<file path="config.mk">
export PLATFORM = sky130hd
export DESIGN_NAME = timx_apb_cmd_master_flat
export DESIGN_NICKNAME = d
export VERILOG_FILES = /design/src/rtl/timx_apb_cmd_master_pkg.sv /design/src/rtl/timx_apb_cmd_master_if.sv /design/src/rtl/timx_apb_cmd_master_fifo.sv /design/src/rtl/timx_apb_cmd_master.sv /design/src/flat_wrapper.sv
export SDC_FILE = /design/constraint.sdc
export NUM_CORES = 1
export LEC_CHECK = 0
export BUFFER_PORTS_ARGS = -buffer_cell sky130_fd_sc_hd__buf_2
export CAP_MARGIN = 20
export CORE_ASPECT_RATIO = 1.2
export CORE_MARGIN = 4
export CORE_UTILIZATION = 54
export DETAILED_ROUTE_END_ITERATION = 8
export GPL_TIMING_DRIVEN = 0
export PLACE_DENSITY_LB_ADDON = 0.15
export SETUP_SLACK_MARGIN = 0.15
export SLEW_MARGIN = 20
export SYNTH_ARGS = -nofsm -noshare
export SYNTH_HDL_FRONTEND = slang
export SYNTH_SLANG_ARGS = --single-unit
</file>
<file path="constraint.sdc">
create_clock -name apb_clk -period 4.88 [get_ports apb_clk]
set_input_delay 0.976 -clock apb_clk [delete_from_list [all_inputs] [get_ports apb_clk]]
set_output_delay 0.976 -clock apb_clk [all_outputs]
set_load 0.01 [all_outputs]
</file>
<file path="src/rtl/timx_apb_cmd_master_pkg.sv">
// Shared types for the timx APB command master.
// Bus widths, FSM state and the buffered command record.
package timx_apb_pkg;

  localparam int ADDR_W = 16;
  localparam int DATA_W = 32;

  typedef enum logic [1:0] {
    IDLE,
    SETUP,
    ACCESS
  } apb_state_t;

  typedef struct packed {
    logic              write;
    logic [ADDR_W-1:0] addr;
    logic [DATA_W-1:0] wdata;
  } apb_cmd_t;

endpackage

</file>
<file path="src/rtl/timx_apb_cmd_master_if.sv">
// Command stream, response stream and APB bus of the master.
// master = the APB initiator side, slave = its environment.
interface timx_apb_cmd_master_if;
  import timx_apb_pkg::*;

  logic              cmd_valid;
  logic              cmd_ready;
  logic              cmd_write;
  logic [ADDR_W-1:0] cmd_addr;
  logic [DATA_W-1:0] cmd_wdata;

  logic              rsp_valid;
  logic              rsp_ready;
  logic [DATA_W-1:0] rsp_rdata;
  logic              rsp_err;
  logic              rsp_timeout;

  logic              busy;

  logic              timx_psel;
  logic              timx_penable;
  logic              timx_pwrite;
  logic [ADDR_W-1:0] timx_paddr;
  logic [DATA_W-1:0] timx_pwdata;
  logic [DATA_W-1:0] timx_prdata;
  logic              timx_pready;
  logic              timx_pslverr;

  modport master (
    input  cmd_valid, cmd_write,
    input  cmd_addr, cmd_wdata,
    output cmd_ready,
    output rsp_valid, rsp_rdata,
    output rsp_err, rsp_timeout,
    input  rsp_ready,
    output busy,
    output timx_psel, timx_penable,
    output timx_pwrite, timx_paddr,
    output timx_pwdata,
    input  timx_prdata, timx_pready,
    input  timx_pslverr
  );

  modport slave (
    output cmd_valid, cmd_write,
    output cmd_addr, cmd_wdata,
    input  cmd_ready,
    input  rsp_valid, rsp_rdata,
    input  rsp_err, rsp_timeout,
    output rsp_ready,
    input  busy,
    input  timx_psel, timx_penable,
    input  timx_pwrite, timx_paddr,
    input  timx_pwdata,
    output timx_prdata, timx_pready,
    output timx_pslverr
  );

endinterface

</file>
<file path="src/rtl/timx_apb_cmd_master_fifo.sv">
// Synchronous command FIFO, power-of-2 depth.
// Pointers wrap naturally; head is the oldest entry.
module timx_apb_cmd_fifo
  import timx_apb_pkg::*;
#(
  parameter int DEPTH = 4
) (
  input  logic     clk,
  input  logic     rst_n,
  input  logic     push,
  input  logic     pop,
  input  apb_cmd_t din,
  output logic     full,
  output logic     empty,
  output apb_cmd_t head
);

  localparam int PW = $clog2(DEPTH);

  apb_cmd_t        mem_q [DEPTH];
  logic [PW-1:0]   wr_q;
  logic [PW-1:0]   rd_q;
  logic [PW:0]     cnt_q;
  logic            wr_en;
  logic            rd_en;

  assign full  = (cnt_q == (PW+1)'(DEPTH));
  assign empty = (cnt_q == '0);
  assign wr_en = push && !full;
  assign rd_en = pop && !empty;
  assign head  = mem_q[rd_q];

  // pointer and occupancy bookkeeping
  always_ff @(posedge clk or negedge rst_n) begin
    if (!rst_n) begin
      wr_q  <= '0;
      rd_q  <= '0;
      cnt_q <= '0;
    end else begin
      if (wr_en) wr_q <= wr_q + 1'b1;
      if (rd_en) rd_q <= rd_q + 1'b1;
      unique case ({wr_en, rd_en})
        2'b10:   cnt_q <= cnt_q + 1'b1;
        2'b01:   cnt_q <= cnt_q - 1'b1;
        default: cnt_q <= cnt_q;
      endcase
    end
  end

  // storage needs no reset; validity lives in cnt_q
  always_ff @(posedge clk) begin
    if (wr_en) mem_q[wr_q] <= din;
  end

endmodule

</file>
<file path="src/rtl/timx_apb_cmd_master.sv">
// APB3 initiator: buffered commands in, in-order responses out.
// Optional ACCESS timeout enabled by defining APB_TIMEOUT_EN.
module timx_apb_cmd_master
  import timx_apb_pkg::*;
#(
  parameter int CMD_DEPTH      = 4,
  parameter int TIMEOUT_CYCLES = 256
) (
  input  logic                   apb_clk,
  input  logic                   apb_rst_n,
  timx_apb_cmd_master_if.master  bus
);

  apb_state_t        state_q;
  logic              psel_q;
  logic              penable_q;
  logic              pwrite_q;
  logic [ADDR_W-1:0] paddr_q;
  logic [DATA_W-1:0] pwdata_q;
  logic              rsp_valid_q;
  logic [DATA_W-1:0] rdata_q;
  logic              err_q;

  logic              full;
  logic              empty;
  logic              push;
  logic              pop;
  logic              slot_free;
  logic              expire;
  apb_cmd_t          cmd_in;
  apb_cmd_t          head;

  assign cmd_in    = '{write: bus.cmd_write,
                       addr:  bus.cmd_addr,
                       wdata: bus.cmd_wdata};
  assign push      = bus.cmd_valid && !full;
  assign slot_free = !rsp_valid_q || bus.rsp_ready;
  assign pop       = (state_q == IDLE) && !empty
                     && slot_free;

  timx_apb_cmd_fifo #(
    .DEPTH (CMD_DEPTH)
  ) u_fifo (
    .clk   (apb_clk),
    .rst_n (apb_rst_n),
    .push  (push),
    .pop   (pop),
    .din   (cmd_in),
    .full  (full),
    .empty (empty),
    .head  (head)
  );

`ifdef APB_TIMEOUT_EN
  localparam int TW = $clog2(TIMEOUT_CYCLES + 1);

  logic [TW-1:0] tcnt_q;
  logic          tmo_q;

  assign expire = (state_q == ACCESS)
                  && (tcnt_q == TW'(TIMEOUT_CYCLES - 1));
  assign bus.rsp_timeout = tmo_q;

  // counts ACCESS cycles without pready
  always_ff @(posedge apb_clk or negedge apb_rst_n) begin
    if (!apb_rst_n) begin
      tcnt_q <= '0;
    end else if (pop) begin
      tcnt_q <= '0;
    end else if (state_q == ACCESS
                 && !bus.timx_pready && !expire) begin
      tcnt_q <= tcnt_q + 1'b1;
    end
  end
`else
  assign expire          = 1'b0;
  assign bus.rsp_timeout = 1'b0;
`endif

  // transfer FSM with registered APB and response outputs
  always_ff @(posedge apb_clk or negedge apb_rst_n) begin
    if (!apb_rst_n) begin
      state_q     <= IDLE;
      psel_q      <= 1'b0;
      penable_q   <= 1'b0;
      pwrite_q    <= 1'b0;
      paddr_q     <= '0;
      pwdata_q    <= '0;
      rsp_valid_q <= 1'b0;
      rdata_q     <= '0;
      err_q       <= 1'b0;
`ifdef APB_TIMEOUT_EN
      tmo_q       <= 1'b0;
`endif
    end else begin
      if (rsp_valid_q && bus.rsp_ready)
        rsp_valid_q <= 1'b0;
      unique case (state_q)
        IDLE: begin
          if (pop) begin
            state_q  <= SETUP;
            psel_q   <= 1'b1;
            pwrite_q <= head.write;
            paddr_q  <= head.addr;
            pwdata_q <= head.wdata;
          end
        end
        SETUP: begin
          state_q   <= ACCESS;
          penable_q <= 1'b1;
        end
        ACCESS: begin
          if (bus.timx_pready) begin
            state_q     <= IDLE;
            psel_q      <= 1'b0;
            penable_q   <= 1'b0;
            rsp_valid_q <= 1'b1;
            rdata_q     <= pwrite_q ? '0
                           : bus.timx_prdata;
            err_q       <= bus.timx_pslverr;
`ifdef APB_TIMEOUT_EN
            tmo_q       <= 1'b0;
`endif
          end else if (expire) begin
            state_q     <= IDLE;
            psel_q      <= 1'b0;
            penable_q   <= 1'b0;
            rsp_valid_q <= 1'b1;
            rdata_q     <= '0;
            err_q       <= 1'b1;
`ifdef APB_TIMEOUT_EN
            tmo_q       <= 1'b1;
`endif
          end
        end
        default: state_q <= IDLE;
      endcase
    end
  end

  assign bus.cmd_ready    = !full;
  assign bus.rsp_valid    = rsp_valid_q;
  assign bus.rsp_rdata    = rdata_q;
  assign bus.rsp_err      = err_q;
  assign bus.busy         = !empty || (state_q != IDLE)
                            || rsp_valid_q;
  assign bus.timx_psel    = psel_q;
  assign bus.timx_penable = penable_q;
  assign bus.timx_pwrite  = pwrite_q;
  assign bus.timx_paddr   = paddr_q;
  assign bus.timx_pwdata  = pwdata_q;

endmodule

</file>
<file path="src/flat_wrapper.sv">
// flat-port wrapper written by rule: the top's interface ports become plain ports
module timx_apb_cmd_master_flat import timx_apb_pkg::*;
#(
  parameter int CMD_DEPTH      = 4,
  parameter int TIMEOUT_CYCLES = 256
)
  (apb_clk, apb_rst_n, bus_cmd_valid, bus_cmd_write, bus_cmd_addr, bus_cmd_wdata, bus_cmd_ready, bus_rsp_valid, bus_rsp_rdata, bus_rsp_err, bus_rsp_timeout, bus_rsp_ready, bus_busy, bus_timx_psel, bus_timx_penable, bus_timx_pwrite, bus_timx_paddr, bus_timx_pwdata, bus_timx_prdata, bus_timx_pready, bus_timx_pslverr);
  timx_apb_cmd_master_if bus_i ();
  input  logic apb_clk;
  input  logic apb_rst_n;
  input wire logic [$bits(bus_i.cmd_valid)-1:0] bus_cmd_valid;
  input wire logic [$bits(bus_i.cmd_write)-1:0] bus_cmd_write;
  input wire logic [$bits(bus_i.cmd_addr)-1:0] bus_cmd_addr;
  input wire logic [$bits(bus_i.cmd_wdata)-1:0] bus_cmd_wdata;
  output wire logic [$bits(bus_i.cmd_ready)-1:0] bus_cmd_ready;
  output wire logic [$bits(bus_i.rsp_valid)-1:0] bus_rsp_valid;
  output wire logic [$bits(bus_i.rsp_rdata)-1:0] bus_rsp_rdata;
  output wire logic [$bits(bus_i.rsp_err)-1:0] bus_rsp_err;
  output wire logic [$bits(bus_i.rsp_timeout)-1:0] bus_rsp_timeout;
  input wire logic [$bits(bus_i.rsp_ready)-1:0] bus_rsp_ready;
  output wire logic [$bits(bus_i.busy)-1:0] bus_busy;
  output wire logic [$bits(bus_i.timx_psel)-1:0] bus_timx_psel;
  output wire logic [$bits(bus_i.timx_penable)-1:0] bus_timx_penable;
  output wire logic [$bits(bus_i.timx_pwrite)-1:0] bus_timx_pwrite;
  output wire logic [$bits(bus_i.timx_paddr)-1:0] bus_timx_paddr;
  output wire logic [$bits(bus_i.timx_pwdata)-1:0] bus_timx_pwdata;
  input wire logic [$bits(bus_i.timx_prdata)-1:0] bus_timx_prdata;
  input wire logic [$bits(bus_i.timx_pready)-1:0] bus_timx_pready;
  input wire logic [$bits(bus_i.timx_pslverr)-1:0] bus_timx_pslverr;
  assign bus_i.cmd_valid = bus_cmd_valid;
  assign bus_i.cmd_write = bus_cmd_write;
  assign bus_i.cmd_addr = bus_cmd_addr;
  assign bus_i.cmd_wdata = bus_cmd_wdata;
  assign bus_cmd_ready = bus_i.cmd_ready;
  assign bus_rsp_valid = bus_i.rsp_valid;
  assign bus_rsp_rdata = bus_i.rsp_rdata;
  assign bus_rsp_err = bus_i.rsp_err;
  assign bus_rsp_timeout = bus_i.rsp_timeout;
  assign bus_i.rsp_ready = bus_rsp_ready;
  assign bus_busy = bus_i.busy;
  assign bus_timx_psel = bus_i.timx_psel;
  assign bus_timx_penable = bus_i.timx_penable;
  assign bus_timx_pwrite = bus_i.timx_pwrite;
  assign bus_timx_paddr = bus_i.timx_paddr;
  assign bus_timx_pwdata = bus_i.timx_pwdata;
  assign bus_i.timx_prdata = bus_timx_prdata;
  assign bus_i.timx_pready = bus_timx_pready;
  assign bus_i.timx_pslverr = bus_timx_pslverr;
  timx_apb_cmd_master #(.CMD_DEPTH(CMD_DEPTH), .TIMEOUT_CYCLES(TIMEOUT_CYCLES)) u_core (.apb_clk(apb_clk), .apb_rst_n(apb_rst_n), .bus(bus_i));
endmodule
</file>
Word level (Yosys, flattened, before mapping)
Memory sizes are Yosys's and may differ from the RTL's. A register that Yosys moved wholly into a read port is not among the register bits.
Cells that the tools add are included.
Widths: inputs -> output; s select.
- bits in writable memories: 196
- output and inout bits: 88
- flip-flop bits (word level): 45
- word-level logic and storage cells: 59
- memories: 1
- add/sub/neg operators: 4
- muxes and demuxes: 14
- equality and inequality tests: 7
- reduce and logical (&&, ||, !) cells: 24
- memory list (name ; words ; bits a word ; read ports ; clocked after memory_dff ; wr ports ; RTL line ; source):
    u_core.u_fifo.mem_q ; 4 ; 49 ; 1 ; 1 ; 1 ; timx_apb_cmd_master_fifo.sv:20 ; apb_cmd_t mem_q [DEPTH];
- operators with widths (kind ; number):
    $mux 32 ; 1
    $reduce_and 2->1 ; 4
    $reduce_bool 2->1 ; 4
    $mux 1 ; 7
    $logic_and 1x1->1 ; 6
    $pmux 2 s3 ; 1
    $pmux 3 s2 ; 1
    $add 2x1->2 const B ; 2
    $eq 2x1->1 const B ; 2
    $eq 2x2->1 const B ; 2
    $logic_not 1->1 ; 4
    $mux 2 ; 2
    $ne 2x2->1 const B ; 2
    $pmux 1 s2 ; 2
    $add 3x1->3 const B ; 1
    $eq 3x3->1 const B ; 1
    $logic_not 3->1 ; 1
    $logic_or 1x1->1 ; 3
    $reduce_and 3->1 ; 1
    $sub 3x1->3 const B ; 1
    $logic_not 2->1 ; 1

Depth between registers and ports, before layout
- word-level depth: 7
- mapped depth: 9

Hierarchy
From an unflattened synthesis, not the netlist that was laid out.
- cells, all modules: 560
- area total of the unflattened synthesis: 11004.3 um2
- modules (own cells, without submodules) (module ; area an instance (um2) ; cells each ; instances):
    timx_apb_cmd_fifo ; 7554.7 ; 294 ; 1
    timx_apb_cmd_master ; 3449.6 ; 266 ; 1

Worst setup path after synthesis
Ideal clock, no wire load.
- path kind: input to register
- start point: input bus_rsp_ready
- end point: register u_core.u_fifo.cnt_q[2]
- stages: 9
- path buffers: 1
- arrival time: 2.489 ns
- slack: 2.266 ns
- path through: nand2b_1 -> nand3_4 -> buf_6 -> inv_1 -> ha_1 -> fa_1 -> xnor2_1 -> nor2_1 -> xor2_1
- cells in the longest elaborated chain, start to end: 5
- elaborated cells on any way between the ends: 7
- classes of those cells: eq/ne: 2; mux: 1; reduce/logical: 4
- RTL lines (what ; RTL line ; source):
    from (decl) ; flat_wrapper.sv:20 ; input wire logic [$bits(bus_i.rsp_ready)-1:0] bus_rsp_ready;
    $logic_or 1x1->1 * ; timx_apb_cmd_master.sv:37 ; assign slot_free = !rsp_valid_q || bus.rsp_ready;
    $logic_and 1x1->1 * ; timx_apb_cmd_master.sv:39 ; && slot_free;
    $logic_and 1x1->1 * ; timx_apb_cmd_master_fifo.sv:30 ; assign rd_en = pop && !empty;
    named net u_core.u_fifo.rd_en ; timx_apb_cmd_master_fifo.sv:25 ; logic rd_en;
    $eq 2x1->1 or $eq 2x2->1 (tied branches) ; timx_apb_cmd_master_fifo.sv:42 ; unique case ({wr_en, rd_en})
    $pmux 3 s2 or $reduce_bool 2->1 (tied branches) ; - ;
    to (signal assigned) ; timx_apb_cmd_master_fifo.sv:43 ; 2'b10: cnt_q <= cnt_q + 1'b1;
    to (signal assigned) ; timx_apb_cmd_master_fifo.sv:44 ; 2'b01: cnt_q <= cnt_q - 1'b1;
    to (signal assigned) ; timx_apb_cmd_master_fifo.sv:45 ; default: cnt_q <= cnt_q;
    to (decl) ; timx_apb_cmd_master_fifo.sv:23 ; logic [PW:0] cnt_q;
Mark *: on every way through the listed nets, which the timed path passes. The rest lies on a longest branch.
A chain may end at the register's enable or synchronous reset.

Final worst setup path
- start point: register u_core.u_fifo.cnt_q[0]
- end point: output bus_busy
- cells in the longest elaborated chain, start to end: 4
- RTL lines (what ; RTL line ; source):
    $logic_not 3->1 ; timx_apb_cmd_master_fifo.sv:28 ; assign empty = (cnt_q == '0);
    $logic_not 1->1 ; timx_apb_cmd_master.sv:145 ; assign bus.busy = !empty || (state_q != IDLE)
    $logic_or 1x1->1 ; timx_apb_cmd_master.sv:145 ;
    $logic_or 1x1->1 ; timx_apb_cmd_master.sv:146 ; || rsp_valid_q;
    to (decl) ; flat_wrapper.sv:21 ; output wire logic [$bits(bus_i.busy)-1:0] bus_busy;
No other way between the ends.

==> out/qor.csv <==
metric,value,unit
yosysSeqAreaShare,75.53,%
grt_max_degree,63,
worstReg2RegStart,u_core.u_fifo.cnt_q[0]$_DFFE_PN0P_,
dp_hpwl,13910,um
nets,857,
via_per_inst,5.391,
cts_buffers,28,
post_cts_resized,0,
grt_pass1_wl,32630,um
port_buffers,173,
synthCells,556,
hp-class,in2async,
internal-power,5.968,mW
antenna_found_initial,4,
power_density,642.2,nW/um^2
crit_type,reg2out,
first_iter_violations,273,
swShare,29.25,%
path_clk_slew,0.06,ns
clk-insertion-delay-late,0.52,ns
vias,5655,
cts_hold_buf,0,
fin_skew,0.007185,ns
netlist_area,10910,um^2
endpoint,bus_busy,
finalMaxSlewViolations,0,
track_usage,18.95,%
outcome,finished clean,
cp.arrival,2.01,ns
fp-row-count,56,
timing.setup.tns,0,ns
relSlewSlack,53.00,%
worstPathRequired,3.90,ns
vdd_drop_max,403.9,uV
cts_tree,yes,
coreArea,19690,um^2
dr.pass1.iters,4,
die-area,22540,um^2
worstReg2RegEnd,u_core.u_fifo.cnt_q[2]$_DFFE_PN0P_,
power_switching,2.468,mW
drcViolationCount,0,
leakage,5.110,nW
pwr-share-seq,43.2,%
worstMarginPinSlew,0.7050,ns
fin_total_pwr,8.435,mW
syn_nets,649,
syn_avg_cell_area,19.62,um^2
drt_wl_total,21020,um
cts.htree.levels,1,
yosysWarnings,0,
startpoint_type,flop,
path_max_fanout,4,
clockBufferDepth,3,
period_needed,2.986,ns
wl_per_cell,20.04,um
antenna_left,0,
rrSetupSlack,2.41,ns
gr-total-overflow,0,
grt_pass1_vias,6085,
ioPinCount,175,
global_route.usage.met1,23.91,%
rsz0062_at_grt,false,
setup_viol,0,
reg2reg_depth,9,
die_w,137.7,um
start_util,55.40,%
die_h,163.7,um
fin_cells,1049,
max_freq,334.9,MHz
drv_cap,0,
crit_start,u_core.u_fifo.cnt_q[0]$_DFFE_PN0P_,
final_cell_area,13140,um^2
place_inst,995,
area_growth_syn_to_layout,20.43,%
clock_tree.root_cell,clkbuf_16,
end_kind,output pin,
met2_usage,33.68,%
clkPwrFrac,24.4,%
post_cts_buffers,0,
ys_seq_elements,290,
drive_gt1_share,43.77,%
hold_viol_final,0,
gp_congestion,0.7605,
power_frac_comb,32.4,%
cts.sinks,290,
fin_hold_ws,0.3510,ns
top_usage_layer,met2,
ys_types,27,
use_met3,4.005,%
placed_area,12230,um^2
period_share,61.19,%
## worst min path at each step
| stage | slack [ns] | endpoint | startpoint | depth (start not counted) |
|---|---|---|---|---|
| after floorplan | 0.45 | u_core.u_fifo.cnt_q[2]$_DFFE_PN0P_ | u_core.u_fifo.cnt_q[2]$_DFFE_PN0P_ | 1 |
| after global placement | 0.46 | u_core.bus.timx_psel$_DFFE_PN0P_ | u_core.bus.timx_psel$_DFFE_PN0P_ | 2 |
| after detailed placement | 0.46 | u_core.bus.timx_psel$_DFFE_PN0P_ | u_core.bus.timx_psel$_DFFE_PN0P_ | 2 |
| after CTS | 0.35 | u_core.u_fifo.cnt_q[2]$_DFFE_PN0P_ | apb_rst_n | 1 |
| after global routing | 0.36 | u_core.u_fifo.cnt_q[2]$_DFFE_PN0P_ | apb_rst_n | 1 |
| final | 0.35 | u_core.u_fifo.cnt_q[2]$_DFFE_PN0P_ | apb_rst_n | 1 |
## cell usage after synthesis
master    instances  area share (%)
or3b_1            1           0.080
xor2_1            1           0.080
o21ai_0          33             1.5
xnor2_1           5            0.40
buf_4             1           0.069
fa_1              1            0.18
inv_1             6            0.21
dfrtp_1          94              22
a21oi_1           1           0.046
or4_1             1           0.069
mux2_2           53             5.5
nand4_1           1           0.057
and2_4            1           0.080
ha_1              5            0.57
buf_2             4            0.18
edfxtp_1        196              54
nand3b_1          1           0.069
mux4_2           49              10
nand2b_1         33             1.9
buf_6            11             1.1
nor2_1            4            0.14
nand3_4           1            0.16
clkbuf_1         12            0.41
conb_1            1           0.034
or3_1             1           0.057
and3_1            4            0.23
nand2_1          35             1.2
## registers in the layout (all words and copies together) (netlist names), 2 cells and up
| signal | cells |
|---|---|
| u_core.u_fifo.rd_q | 2 |
| u_core.u_fifo.cnt_q | 3 |
| u_core.bus.timx_paddr | 16 |
| u_core.state_q | 2 |
| u_core.bus.timx_pwdata | 32 |
| u_core.u_fifo.mem_q | 196 |
| u_core.bus.rsp_rdata | 32 |
| u_core.u_fifo.wr_q | 2 |
## layout by cell type, fill, tap and decap left out
master | netlist | layout
a21oi_1 | 1 | 1
and2_4 | 1 | 1
and3_4 | 0 | 4
buf_12 | 0 | 4
buf_16 | 0 | 1
buf_2 | 4 | 176
buf_4 | 1 | 1
buf_6 | 11 | 12
bufinv_16 | 0 | 1
clkbuf_1 | 12 | 19
clkbuf_16 | 0 | 29
clkbuf_8 | 0 | 5
clkinv_1 | 0 | 3
clkinv_2 | 0 | 7
conb_1 | 1 | 1
dfrtp_1 | 94 | 94
diode_2 | 0 | 2
edfxtp_1 | 196 | 196
fa_1 | 1 | 1
ha_1 | 5 | 5
inv_1 | 6 | 6
mux2_2 | 53 | 53
mux4_2 | 49 | 49
nand2_1 | 35 | 35
nand2b_1 | 33 | 33
nand3_4 | 1 | 1
nand3b_1 | 1 | 1
nand4_1 | 1 | 1
nor2_1 | 4 | 4
o21ai_0 | 33 | 33
or3_1 | 1 | 1
or3b_1 | 1 | 1
or4_1 | 1 | 1
xnor2_1 | 5 | 5
xor2_1 | 1 | 1
## cell type report
cell class | instances | area (um^2)
Sequential cell | 290 | 8238
Fill cell | 1339 | 6554
Multi-Input combinational cell | 232 | 2470
Timing Repair Buffer | 178 | 979.7
Clock buffer | 41 | 820.8
Tap cell | 261 | 326.6
Buffer | 28 | 196.4
Clock inverter | 11 | 76.32
Inverter | 6 | 22.52
Antenna cell | 2 | 5.005
## stage by stage
stage	utilization (%)	setup WS, ns
3_3_place_gp	61.45	1.153
3_5_place_dp	62.13	1.974
6_report	66.71	1.894
2_1_floorplan	-	2.266
5_1_grt	66.71	1.821
4_1_cts	66.69	1.864
## per-layer routing
metal	part of all wire [%]	vias to the layer above
met5	0.13	-
met4	1.6	4
met2	52	182
met1	39	2902
li1	-	2540
met3	6.7	27
## critical path: stages, from the launching register on
cell and delay (ns):
dfrtp_1 0.43, or3_1 0.45, or4_1 0.45, buf_2 0.16
## cell families after synthesis
kind of cell / synth area share [%]
flip-flops: 75.53
multiplexers: 15.59
AND/OR/NAND/NOR: 4.038
AO/OA/AOI/OAI: 1.560
buffers and inverters: 2.008
adder cells (fa/ha/maj): 0.7571
XOR/XNOR: 0.4818
other: 0.03438
## power by group through the flow
stage	Clock, mW	Sequential, mW	Combinational (mW)
CTS	2.11	3.65	2.80
detailed placement	0	3.70	2.79
floorplan	0	3.81	1.71
global route	2.22	3.71	3.01
finish	2.06	3.65	2.73
global placement	0	3.68	2.66
Power figures use the tool's default switching activity.
